===== config.mk =====
export PLATFORM = sky130hd
export DESIGN_NAME = instr_loader_flat
export DESIGN_NICKNAME = d
export VERILOG_FILES = /design/src/rtl/instr_loader_if.sv /design/src/rtl/instr_loader.sv /design/src/flat_wrapper.sv
export SDC_FILE = /design/constraint.sdc
export NUM_CORES = 1
export LEC_CHECK = 0
export CAP_MARGIN = 20
export CELL_PAD_IN_SITES_DETAIL_PLACEMENT = 0
export CELL_PAD_IN_SITES_GLOBAL_PLACEMENT = 1
export CORE_ASPECT_RATIO = 1.2
export CORE_UTILIZATION = 35
export DETAILED_ROUTE_END_ITERATION = 8
export HOLD_SLACK_MARGIN = 0.12
export MAX_ROUTING_LAYER = met4
export PLACE_DENSITY = 0.76
export SYNTH_ARGS = -nofsm -noshare
export SYNTH_HDL_FRONTEND = slang
export SYNTH_SLANG_ARGS = --single-unit

===== constraint.sdc =====
create_clock -name clk -period 1.85 [get_ports clk]
set_input_delay 0.555 -clock clk [delete_from_list [all_inputs] [get_ports clk]]
set_output_delay 0.555 -clock clk [all_outputs]
set_load 0.02 [all_outputs]

===== src/rtl/instr_loader_if.sv =====
// instr_loader_if: control, byte-stream and instruction-memory write signals of instr_loader
interface instr_loader_if;
  logic        start;
  logic [31:0] base_addr;
  logic [15:0] word_count;
  logic        abort;
  logic        in_valid;
  logic [7:0]  in_data;
  logic        in_ready;
  logic        wr_en;
  logic [31:0] wr_addr;
  logic [31:0] wr_data;
  logic        busy;
  logic        done;
  logic        err;
  modport master (
    output start, base_addr, word_count, abort, in_valid, in_data,
    input  in_ready, wr_en, wr_addr, wr_data, busy, done, err
  );
  modport slave (
    input  start, base_addr, word_count, abort, in_valid, in_data,
    output in_ready, wr_en, wr_addr, wr_data, busy, done, err
  );
endinterface


===== src/rtl/instr_loader.sv =====
// instr_loader: packs a big-endian byte stream into 32-bit words and writes them to instruction memory
module instr_loader #(
  parameter int unsigned TIMEOUT_CYCLES = 1000
) (
  input logic         clk,
  input logic         rst,
  instr_loader_if.slave bus
);
  typedef enum logic [1:0] {IDLE, RECV, WRITE, DONE} state_t;
  state_t      state;
  logic [31:0] addr;
  logic [23:0] asm_r;
  logic [15:0] remaining;
  logic [15:0] idle;
  logic [1:0]  idx;
  logic        err;
  logic [31:0] wr_addr;
  logic [31:0] wr_data;
  logic        accept;
  assign accept       = bus.in_valid && state == RECV;
  assign bus.in_ready = state == RECV;
  assign bus.busy     = state != IDLE;
  assign bus.wr_en    = state == WRITE && !bus.abort;
  assign bus.done     = state == DONE && !bus.abort;
  assign bus.err      = err;
  assign bus.wr_addr  = wr_addr;
  assign bus.wr_data  = wr_data;
  always_ff @(posedge clk) begin
    if (rst) begin
      state     <= IDLE;
      addr      <= '0;
      asm_r     <= '0;
      remaining <= '0;
      idle      <= '0;
      idx       <= '0;
      err       <= 1'b0;
      wr_addr   <= '0;
      wr_data   <= '0;
    end else if (bus.abort && state != IDLE) begin
      state <= IDLE;
    end else begin
      case (state)
        IDLE: if (bus.start) begin
          err <= 1'b0;
          if (bus.word_count != 16'd0) begin
            addr      <= bus.base_addr;
            remaining <= bus.word_count;
            idx       <= '0;
            idle      <= '0;
            state     <= RECV;
          end else begin
            state <= DONE;
          end
        end
        RECV: if (accept) begin
          asm_r <= {asm_r[15:0], bus.in_data};
          idx   <= idx + 2'd1;
          idle  <= '0;
          if (idx == 2'd3) begin
            wr_addr <= addr;
            wr_data <= {asm_r, bus.in_data};
            state   <= WRITE;
          end
        end else if (idle == 16'(TIMEOUT_CYCLES - 1)) begin
          err   <= 1'b1;
          state <= IDLE;
        end else begin
          idle <= idle + 16'd1;
        end
        WRITE: begin
          addr      <= addr + 32'd4;
          remaining <= remaining - 16'd1;
          idle      <= '0;
          state     <= remaining == 16'd1 ? DONE : RECV;
        end
        DONE: state <= IDLE;
      endcase
    end
  end
endmodule


===== src/flat_wrapper.sv =====
// flat-port wrapper written by rule: the top's interface ports become plain ports
module instr_loader_flat 
#(
  parameter int unsigned TIMEOUT_CYCLES = 1000
)
  (clk, rst, bus_start, bus_base_addr, bus_word_count, bus_abort, bus_in_valid, bus_in_data, bus_in_ready, bus_wr_en, bus_wr_addr, bus_wr_data, bus_busy, bus_done, bus_err);
  instr_loader_if bus_i ();
  input logic clk;
  input logic rst;
  input wire logic [$bits(bus_i.start)-1:0] bus_start;
  input wire logic [$bits(bus_i.base_addr)-1:0] bus_base_addr;
  input wire logic [$bits(bus_i.word_count)-1:0] bus_word_count;
  input wire logic [$bits(bus_i.abort)-1:0] bus_abort;
  input wire logic [$bits(bus_i.in_valid)-1:0] bus_in_valid;
  input wire logic [$bits(bus_i.in_data)-1:0] bus_in_data;
  output wire logic [$bits(bus_i.in_ready)-1:0] bus_in_ready;
  output wire logic [$bits(bus_i.wr_en)-1:0] bus_wr_en;
  output wire logic [$bits(bus_i.wr_addr)-1:0] bus_wr_addr;
  output wire logic [$bits(bus_i.wr_data)-1:0] bus_wr_data;
  output wire logic [$bits(bus_i.busy)-1:0] bus_busy;
  output wire logic [$bits(bus_i.done)-1:0] bus_done;
  output wire logic [$bits(bus_i.err)-1:0] bus_err;
  assign bus_i.start = bus_start;
  assign bus_i.base_addr = bus_base_addr;
  assign bus_i.word_count = bus_word_count;
  assign bus_i.abort = bus_abort;
  assign bus_i.in_valid = bus_in_valid;
  assign bus_i.in_data = bus_in_data;
  assign bus_in_ready = bus_i.in_ready;
  assign bus_wr_en = bus_i.wr_en;
  assign bus_wr_addr = bus_i.wr_addr;
  assign bus_wr_data = bus_i.wr_data;
  assign bus_busy = bus_i.busy;
  assign bus_done = bus_i.done;
  assign bus_err = bus_i.err;
  instr_loader #(.TIMEOUT_CYCLES(TIMEOUT_CYCLES)) u_core (.clk(clk), .rst(rst), .bus(bus_i));
endmodule

; After elaboration in Yosys (flattened, before gate mapping)
; Index checks and enable logic that the tools add are counted.
[totals]
register_bits = 157
output_inout_bits = 69
elab_cells = 73
[classes]
n_addsub = 4
n_eq_ne = 14
n_mux = 26
bitwise_logic = 1
n_reduce_logical = 19
[op_table]
columns = operator, n
row1 = $mux 16, 6
row2 = $mux 32, 2
row3 = $pmux 32 s2, 1
row4 = $pmux 16 s3, 1
row5 = $add 32x3->32 const B, 1
row6 = $pmux 16 s2, 1
row7 = $mux 2, 9
row8 = $add 16x1->16 const B, 1
row9 = $eq 16x1->1 const B, 1
row10 = $eq 16x10->1 const B, 1
row11 = $reduce_bool 16->1, 1
row12 = $sub 16x1->16 const B, 1
row13 = $reduce_and 5->1, 3
row14 = $pmux 2 s4, 1
row15 = $reduce_and 4->1, 2
row16 = $eq 2x2->1 const B, 3
row17 = $ne 2x1->1 const B, 3
row18 = $reduce_and 3->1, 2
row19 = $reduce_bool 2->1, 3
row20 = $logic_and 1x1->1, 4
row21 = $ne 2x2->1 const B, 2
row22 = $pmux 2 s2, 1
row23 = $mux 1, 3
row24 = $ne 3x1->1 const B, 1
row25 = other kinds (10), 10

; Depth between registers and ports, before layout
[logic_depth]
word_depth = 4
mapped_depth = 9

; Worst setup path after synthesis
; Ideal clock, no wire load.
[synth_path]
kind = flip-flop to flip-flop
from = register u_core.addr[2]
to = register u_core.addr[30]
setup_ns = 0.086
arrival_ns = 1.867
t_required_ns = 1.764
slack_ns = -0.102
path_stages_with_launch = 8
path_buffers = 1
path_cell_list = dfxtp_1 > ha_1 > and4_1 > buf_4 > nand2_2 > or3_4 > o311a_1 > a211oi_1
[synth_via]
elab_chain_cells = 2
[synth_lines]
columns = element, line
row1 = "start, declared", instr_loader.sv:11  ; logic [31:0] addr;
row2 = "start signal, assigned", instr_loader.sv:46  ; addr <= bus.base_addr;
row3 = "start signal, assigned", instr_loader.sv:71  ; addr <= addr + 32'd4;
row4 = $add 32x3->32, instr_loader.sv:71
row5 = $pmux 32 s2, instr_loader.sv:42  ; case (state)
; No other way between the ends.
; A chain may end at the register's enable or synchronous reset.

; Final worst setup path
[layout_path]
from = register u_core.state[0]
to = output port bus_wr_en
[layout_via]
elab_chain_cells = 2
[layout_lines]
columns = element, line
row1 = "start, declared", instr_loader.sv:10  ; state_t state;
row2 = "start signal, assigned", instr_loader.sv:74  ; state <= remaining == 16'd1 ? DONE : RECV;
row3 = $eq 2x2->1, instr_loader.sv:23  ; assign bus.wr_en = state == WRITE && !bus.abort;
row4 = $logic_and 1x1->1, instr_loader.sv:23
row5 = "end, declared", flat_wrapper.sv:17  ; output wire logic [$bits(bus_i.wr_en)-1:0] bus_wr_en;
; No other way between the ends.

==> flow_metrics.py <==
metrics = {
    "die": {
        "initial_utilization_pct": 35.80,
        "die_area_sq_um": 21370,
        "core_sq_um": 20330,
        "dieWidth_um": 133.6,
        "chipHeight_um": 160.0,
        "ios": 130,
        "rows": 57,
    },
    "timing": {
        "clock_skew_ns": 0.01116,
        "fin_ws_ns": -0.07777,
        "fin_tns_setup_ns": -0.3787,
        "timing.hold.ws_ns": 0.4501,
        "finalCriticalPeriod_ns": 1.928,
        "fmax_mhz": 518.7,
        "setup_viol": 12,
        "worst_slew_pin_slew_ns": 0.4086,
        "finalHoldViolCount": 0,
        "slew_viol_final": 0,
        "relSlewSlack_pct": 72.55,
        "period_share_pct": 104.2,
        "rsz0062_at_grt": "yes",
    },
    "placement": {
        "placedCellCount": 1404,
        "place_hpwl_um": 16830,
        "post-place-ws_ns": -0.7451,
        "gp_congestion": 0.8591,
        "port_buffers": 129,
    },
    "cts": {
        "hold_buffers": 0,
        "clk_pin_slew_ns": 0.07,
        "cts_sinks": 157,
        "cts_buffer_depth": 2,
        "h-tree-depth": 4,
        "clk_latency_ns": 0.43,
        "cts_root_buf": "clkbuf_16",
        "cts_tree": "built",
        "cts_buffers": 17,
    },
    "critical_path": {
        "start_kind": "register",
        "r2r_end": "u_core.idle[10]",
        "crit_type": "register to primary output",
        "worstPathRequired_ns": 1.29,
        "r2r_setup_slack_ns": -0.06,
        "reg2reg_from": "u_core.state[0]",
        "endpoint_kind": "primary output",
        "reg2regPathDepth": 8,
        "crit_fanout": 4,
        "crit_arrival_ns": 1.37,
    },
    "yosys": {
        "syn_inst": 933,
        "netlist_area_sq_um": 7277,
        "async_reset_ff_share_pct": 0,
        "synthXorXnorAreaFrac_pct": 0.4814,
        "synth_nets": 999,
        "yosysSeqAreaShare_pct": 43.19,
        "synth_top_family_by_area": "simple AND/OR/NAND/NOR gates",
        "synth_edf_count": 0,
        "synthDistinctLibCells": 73,
        "synth-simple-area-share_pct": 27.11,
        "ys.warnings.count": 0,
        "synthMuxAreaShare_pct": 0.2751,
        "synth_compound_area_share_pct": 23.19,
        "syn_avg_cell_area_sq_um": 7.800,
        "ys_ff_latch": 157,
        "ys.flop_type": "dfxtp_1",
        "synth_adder_area_share_pct": 0.8597,
    },
    "global_route": {
        "antenna_found_initial": 0,
        "grt_overflow": 0,
        "grt_max_degree": 52,
        "grt_pass1_vias": 7548,
        "grt_pass1_wl_um": 38650,
        "grtUsageTotal_pct": 23.55,
    },
    "layout": {
        "diodes": 0,
        "nNetsFinal": 1262,
        "final_layout_size_suffix_gt1_share_pct": 27.30,
        "area_growth_pct": 55.67,
        "layout.cells.non_filler": 1474,
        "fillCellCount": 1895,
    },
    "pwr": {
        "fin_total_pwr_mw": 8.315,
        "peakVddDrop_mv": 0.7028,
        "p_per_area_nw_per_um2": 734.0,
        "p_leak_nw": 4.381,
    },
    "flow_run": {
        "cap_violations": 0,
    },
    "drt": {
        "routed_wl_um": 25030,
        "vias_per_cell": 5.366,
        "drc": 0,
        "vias": 7910,
        "drtPass1Iterations": 7,
        "drt-wirelength-per-cell_um": 16.98,
        "ant_nets": 0,
        "drtIter0Drc": 381,
    },
    "hold_path": {
        "hold_end": "u_core.bus.wr_data[12]",
        "hp-class": "register to register",
        "min-delay-start": "u_core.bus.wr_data[12]",
        "worstHoldPathCells": 2,
    },
    "outcome": {
        "violations": "negative setup slack",
        "status": "complete, but fails checks",
    },
}
## how the worst max path moves through the flow
stage | from | to | slack, ns
after floorplan | bus_start | u_core.idle[2] | -0.06
final | u_core.state[0] | bus_wr_en | -0.08
after detailed placement | bus_word_count[8] | u_core.idle[14] | -0.75
after global routing | u_core.state[0] | u_core.idle[14] | -0.14
after global placement | bus_word_count[9] | u_core.addr[23] | -0.75
after CTS | u_core.state[0] | bus_wr_en | -0.12
## final cells by class
type | instances | area [sq um] | share of cell area, %
Clock inverter | 14 | 146.4 | 1.292
Inverter | 13 | 48.80 | 0.4307
Timing Repair Buffer | 310 | 2965 | 26.18
Multi-Input combinational cell | 697 | 4247 | 37.49
Tap cell | 265 | 331.6 | 2.927
Sequential cell | 157 | 3161 | 27.90
Clock buffer | 18 | 429.2 | 3.788
## cells by family after synthesis
group,Yosys count
buffers and inverters,80
adders and majority gates,5
xor gates and xnor gates,4
muxes,2
and+or+nand+nor,406
DFF,157
AOI/OAI and AO/OA,279
## flip-flops by register name, indices dropped and copies added (netlist names)
| name | flops |
|---|---|
| u_core.addr | 32 |
| u_core.asm_r | 24 |
| u_core.bus.err | 1 |
| u_core.bus.wr_addr | 32 |
| u_core.bus.wr_data | 32 |
| u_core.idle | 16 |
| u_core.idx | 2 |
| u_core.remaining | 16 |
| u_core.state | 2 |
## stage by stage
step / cell area (sq um) / util (%)
finish: 11330 / 55.73
floorplan: 7300 / -
global placement: 9901 / 48.71
global route: 11330 / 55.73
CTS: 10810 / 53.18
detailed placement: 9901 / 48.71
## timing repair
item                                    in CTS  in global routing
endpoints found under the setup margin     137                 66
pin swaps                                   34                 56
cloned                                       6                  2
buffers inserted                            13                 17
resized for setup                          154                 96
## power breakdown
part           internal [mW]  switching [mW]  leakage, nW
sequential              3.47          0.0783         1.28
combinational          0.652           0.620         2.82
clock                   1.91            1.58        0.282
## placed cells by master (no fill, tap or decap), types with 12 or more instances in the layout
cell type,n
nand4_1,13
a21oi_1,127
buf_4,134
buf_6,24
nor2_1,24
a211oi_1,17
buf_12,18
clkdlybuf4s50_1,41
nand2_1,239
inv_1,12
nand3_1,18
o21ai_0,30
dfxtp_1,147
o21ai_1,16
dlygate4sd2_1,74
a21oi_2,15
clkbuf_16,19
## synth_stat cells, types with 3 or more instances
| library cell | number | area, sq um |
|---|---|---|
| buf_6 | 3 | 33.78 |
| nand3_1 | 20 | 100.1 |
| inv_1 | 12 | 45.04 |
| nor3_1 | 8 | 40.04 |
| or2_2 | 3 | 18.77 |
| nand4_1 | 13 | 81.33 |
| o22ai_1 | 8 | 50.05 |
| o21a_1 | 6 | 45.04 |
| a21oi_1 | 142 | 710.7 |
| dfxtp_1 | 157 | 3143 |
| clkbuf_1 | 38 | 142.6 |
| o21ai_1 | 8 | 40.04 |
| o32ai_1 | 4 | 35.03 |
| buf_2 | 23 | 115.1 |
| nand3b_1 | 4 | 30.03 |
| a221oi_1 | 6 | 52.55 |
| o21ai_0 | 39 | 195.2 |
| or3_1 | 16 | 100.1 |
| xnor2_1 | 3 | 26.28 |
| or4_1 | 12 | 90.09 |
| a211oi_1 | 18 | 135.1 |
| ha_1 | 5 | 62.56 |
| nor2b_1 | 6 | 37.54 |
| nand2_1 | 242 | 908.4 |
| nor4_1 | 12 | 75.07 |
| nor2_1 | 30 | 112.6 |
| nand2b_1 | 7 | 43.79 |
| and3_1 | 6 | 37.54 |
| o41ai_1 | 3 | 26.28 |
| o31ai_1 | 9 | 67.56 |
| a311oi_1 | 5 | 43.79 |
| and4_1 | 6 | 52.55 |
| a31oi_1 | 7 | 43.79 |
## critical path, cell delays in order, from the launching register on
cell and delay, ns:
dfxtp_4 0.37, buf_4 0.14, nand2b_4 0.15, nor2_4 0.15, buf_6 0.13
## routing by layer
metal,vias up,track usage [%],wire [um]
met2,250,40.53,12860
met4,0,9.917,622
met3,52,2.762,1134
met1,3745,27.53,10410
li1,3863,-,-
met5,-,-,0
Note: power is estimated with default switching activity, not from simulation.
